File: src/rtl/rr_grant_controller.sv
// Round-robin grant controller for N requesters with a request/done handshake.
// It gives one-hot grants, caps each grant at MAX_HOLD cycles, and forces one idle cycle between grants.
module rr_grant_controller #(
    parameter int N        = 8,
    parameter int MAX_HOLD = 16,
    parameter int IW       = 3,
    parameter int CW       = 4,
    parameter int HW       = 5
) (
    input  logic          clock,
    input  logic          reset,
    input  logic [N-1:0]  reqs_i,
    input  logic [N-1:0]  done_i,
    output logic [N-1:0]  grants_o,
    output logic          busy_o,
    output logic [IW-1:0] owner_o,
    output logic          timeout_o,
    output logic [CW-1:0] cnt_o
);

    typedef enum logic {IDLE, GRANT} state_t;

    state_t        state_q, state_d;
    logic [N-1:0]  grants_q, grants_d;
    logic [IW-1:0] owner_q, owner_d;
    logic [IW-1:0] last_q, last_d;
    logic [HW-1:0] hold_q, hold_d;
    logic          busy_q, busy_d;
    logic          timeout_q, timeout_d;

    logic          pick_vld;
    logic [IW-1:0] pick_idx;
    logic [IW-1:0] cand;
    logic          rel_done, rel_drop, at_limit;

    // Scan offsets from N down to 1 so the nearest requester after last_q wins.
    // Index arithmetic wraps naturally at IW bits because N is a power of two.
    always_comb begin
        pick_vld = 1'b0;
        pick_idx = '0;
        cand     = '0;
        for (int k = N; k >= 1; k--) begin
            cand = last_q + IW'(k);
            if (reqs_i[cand]) begin
                pick_vld = 1'b1;
                pick_idx = cand;
            end
        end
    end

    always_comb begin
        cnt_o = '0;
        for (int i = 0; i < N; i++)
            cnt_o = cnt_o + CW'(reqs_i[i]);
    end

    assign rel_done = done_i[owner_q];
    assign rel_drop = ~reqs_i[owner_q];
    assign at_limit = (hold_q == HW'(MAX_HOLD));

    always_comb begin
        state_d   = state_q;
        grants_d  = grants_q;
        owner_d   = owner_q;
        last_d    = last_q;
        hold_d    = hold_q;
        busy_d    = busy_q;
        timeout_d = 1'b0;
        case (state_q)
            IDLE: begin
                grants_d = '0;
                busy_d   = 1'b0;
                if (pick_vld) begin
                    grants_d = {{(N-1){1'b0}}, 1'b1} << pick_idx;
                    owner_d  = pick_idx;
                    busy_d   = 1'b1;
                    hold_d   = HW'(1);
                    state_d  = GRANT;
                end
            end
            GRANT: begin
                if (rel_done || rel_drop || at_limit) begin
                    grants_d  = '0;
                    busy_d    = 1'b0;
                    last_d    = owner_q;
                    hold_d    = '0;
                    state_d   = IDLE;
                    // Report a timeout only when the hold limit alone forced the release.
                    timeout_d = at_limit && !rel_done && !rel_drop;
                end else begin
                    hold_d = hold_q + HW'(1);
                end
            end
            default: state_d = IDLE;
        endcase
    end

    always_ff @(posedge clock or negedge reset) begin
        if (!reset) begin
            state_q   <= IDLE;
            grants_q  <= '0;
            owner_q   <= '0;
            last_q    <= IW'(N - 1);
            hold_q    <= '0;
            busy_q    <= 1'b0;
            timeout_q <= 1'b0;
        end else begin
            state_q   <= state_d;
            grants_q  <= grants_d;
            owner_q   <= owner_d;
            last_q    <= last_d;
            hold_q    <= hold_d;
            busy_q    <= busy_d;
            timeout_q <= timeout_d;
        end
    end

    assign grants_o  = grants_q;
    assign busy_o    = busy_q;
    assign owner_o   = owner_q;
    assign timeout_o = timeout_q;

endmodule

File: config.mk
export PLATFORM = sky130hd
export DESIGN_NAME = rr_grant_controller
export DESIGN_NICKNAME = d
export VERILOG_FILES = /design/src/rtl/rr_grant_controller.sv
export SDC_FILE = /design/constraint.sdc
export NUM_CORES = 1
export LEC_CHECK = 0
export ABC_CLOCK_PERIOD_IN_PS = 4400
export CELL_PAD_IN_SITES_DETAIL_PLACEMENT = 0
export CELL_PAD_IN_SITES_GLOBAL_PLACEMENT = 1
export CORE_MARGIN = 10
export CORE_UTILIZATION = 43
export CTS_BUF_LIST = sky130_fd_sc_hd__clkbuf_4
export CTS_CLUSTER_SIZE = 20
export DETAILED_ROUTE_END_ITERATION = 6
export PLACE_DENSITY = 0.84
export SLEW_MARGIN = 20
export SYNTH_ARGS = -nofsm -noshare
export SYNTH_HDL_FRONTEND = slang
export SYNTH_SLANG_ARGS = --single-unit
File: constraint.sdc
create_clock -name clock -period 4.4 [get_ports clock]
set_clock_uncertainty 0.2 [all_clocks]
set_input_delay 0.44 -clock clock [delete_from_list [all_inputs] [get_ports clock]]
set_output_delay 0.44 -clock clock [all_outputs]
set_load 0.01 [all_outputs]
==> metrics.md <==
| Metric | Value |
|---|---|
| WL/cell | 16.4 µm |
| Number of routed nets with antenna violations | 0 |
| Fin. Hold Viols | 0 |
| Inserted Diodes | 0 |
| Largest net degree at the start of global routing | 23 |
| Worst slew pin tran | 0.708 ns |
| Netlist Area Pre-Place | 2120 µm² |
| Max frequency | 240 MHz |
| Synth Flop Type | dfrtp_1 |
| Number of synthesized flops with an enable pin | 0 |
| Starting Density | 44.6% |
| Leakage | 1.06 nW |
| Crit path time final | 4.16 ns |
| Layout cell share with drive strength beyond 1 | 17.7% |
| Vert. Die Dim | 90.2 µm |
| Synth async-reset ratio | 100% |
| Yosys top cell area share | 22.4% |
| Final setup violation count | 0 |
| Register bit total from synthesis | 22 |
| Instance count of the mapped netlist | 214 |
| CTS tree | done |
| Number of warnings issued by yosys | 0 |
| Synth area leader | dfrtp_1 |
| Vias | 1750 |
| Max-slew violations | 0 |
| Tcrit/Tclk final | 94.6% |
| Sink Count | 22 |
| Initial antenna violation count | 0 |
| Syn avg cell area | 9.90 µm² |
| Maximum root-to-sink buffer count | 2 |
| Die width | 90.2 µm |
| GPL Wtd Cong | 0.829 |
| Setup CP Type | in -> out |
| Critical Path Sink Type | primary output |
| Commonest non-fill, non-tap cell in the layout | clkdlybuf4s50_1 |
| Core area | 4750 µm² |
| Violation count after the first detailed-routing iteration | 117 |
| Clock transition at the registers of the reported paths | 0.12 ns |
| Final instance area | 2550 µm² |
| Grt ovf | 0 |
| Vias in the first global route | 1819 |
| Mapped Nets | 243 |
| Most frequent cells in the layout | 31 x clkdlybuf4s50_1, 24 x nand2_1, 22 x inv_1 |
| Clk root buf | clkbuf_4 |
| FILL cells | 459 |
| Status | finished clean |
| RSZ-0062 raised after global routing | false |
| Total power | 0.00216 W |
| Critical Path RT | 3.76 ns |
| # Post-CTS Setup Buffers | 0 |
| Cts bufs inserted | 3 |
| Area grow syn2layout | 20.6% |
| Drt pass-1 iters | 4 |
| Post-layout nets | 278 |
| Crit-path max FO | 2 |
| Post-Route WL | 5160 µm |
| Clk_lat worst skew | 0.30 ns |
| Port Buf Inserts | 34 |
| First-pass GRT wire length | 9030 µm |
| Synth unique cells | 58 |
| Max_cap viols | 0 |
| Critical Path AT | 3.52 ns |
| Pwr Density | 845 nW/µm² |
| Final routed DRC violation total | 0 |
| Hold crit path type | reg -> reg |
| Area after DPL | 2520 µm² |
| Die area | 8130 µm² |
| GRT Total Usage | 12.8% |
| Setup crit start kind | input port |
| Synth top area cells | dfrtp_1 22%, mux4_2 11%, nand2_1 4.3% |
| Final setup TNS | 0 ns |
| Seq/Total Area, Yosys | 26.2% |
| Hpwl dp | 4000 µm |
| Slew margin rel. | 52.6% |
| I/O pin total | 35 |
| # rows | 25 |
| DR vias/cell | 5.56 |
| Peak supply drop | 405 µV |
| H-tree depth | 1 |
## power breakdown
group / internal (W) / switching, W
registers: 0.000278 / 0.000136
clock network: 0.0000415 / 0.0000574
logic: 0.000747 / 0.000898
total: 0.00107 / 0.00109
## worst max-delay path, cell delays in order
cell,delay [ns]
clkdlybuf4s50_1,0.46
fa_1,0.55
inv_1,0.05
fa_1,0.51
fa_1,0.41
inv_1,0.07
ha_1,0.16
inv_1,0.06
fa_1,0.37
xnor2_1,0.15
dlygate4sd2_1,0.29
## per-stage QoR
| stage | util, % | hold slack, ns | std cells | worst slack [ns] |
|---|---|---|---|---|
| global route | 53.7 | 0.313 | 315 | 0.0900 |
| detailed placement | 53.0 | 0.270 | 310 | -0.0336 |
| finish | 53.7 | 0.288 | 315 | 0.237 |
| CTS | 53.6 | 0.297 | 314 | 0.00321 |
| floorplan | - | -0.0556 | 214 | 0.956 |
| global placement | 53.0 | 0.264 | 310 | 0.0382 |
## cells by family (layout without fill, tap and decap cells)
kind of cell,Yosys count,in the layout,synth area share [%]
AND/OR/NAND/NOR,61,61,15.7
AO/OA/AOI/OAI,56,56,21.4
buffers and inverters,30,64,6.08
multiplexers,26,26,19.4
flip-flops,22,22,26.2
adder cells (fa/ha/maj),11,11,7.91
XOR/XNOR,8,8,3.31
## cell type report
| cell class | instances | area (µm²) | area share [%] |
|---|---|---|---|
| Clock buffer | 4 | 30.0 | 1.18 |
| Inverter | 22 | 82.6 | 3.23 |
| Timing Repair Buffer | 38 | 369 | 14.4 |
| Multi-Input combinational cell | 162 | 1440 | 56.2 |
| Tap cell | 67 | 83.8 | 3.28 |
| Sequential cell | 22 | 554 | 21.7 |
## worst paths after layout
| check | start | slack, ns | to | depth (start not counted) |
|---|---|---|---|---|
| max in group asynchronous | reset | 3.23 | last_q[0] | 2 |
| worst max-delay path | reqs_i[0] | 0.24 | cnt_o[2] | 11 |
| worst min register to register | grants_o[1] | 0.29 | grants_o[1] | 2 |
| worst max register to register | last_q[1] | 0.54 | grants_o[4] | 9 |
| worst min-delay path | grants_o[1] | 0.29 | grants_o[1] | 2 |
| min in group asynchronous | reset | 0.41 | grants_o[5] | 2 |
## Yosys cell counts (2+ instances only)
library cell,number
a211o_1,2
a211oi_1,2
a211oi_2,3
a21o_1,2
a21oi_1,7
a22o_1,5
buf_4,2
clkbuf_1,4
dfrtp_1,19
dfstp_2,3
fa_1,4
ha_1,7
inv_1,22
mux2_2,7
mux2i_1,7
mux4_2,10
nand2_1,24
nand2b_1,3
nand3_1,4
nor2_1,8
nor2b_1,6
nor3_1,4
o211ai_1,2
o21a_1,2
o21ai_0,9
o21ai_1,3
o31ai_1,4
o32ai_1,3
xnor2_1,7
## registers in the layout (all words and copies together), names as in the netlist
signal     count
hold_q         5
last_q         3
timeout_o      1
state_q        1
grants_o       8
busy_o         1
owner_o        3
## metal layers
layer | GRT usage, % | part of all wire [%]
met5 | 0 | 0
met4 | 2.12 | 0.35
met3 | 3.99 | 5.2
met2 | 21.1 | 48
met1 | 16.2 | 46
## what timing repair did
item	CTS	global route
endpoints found under the hold margin	0	19
pin swaps	0	0
hold buffers	0	1
gates resized for setup	1	1
endpoints found under the setup margin	1	1
Note: power is estimated with default switching activity, not from simulation.
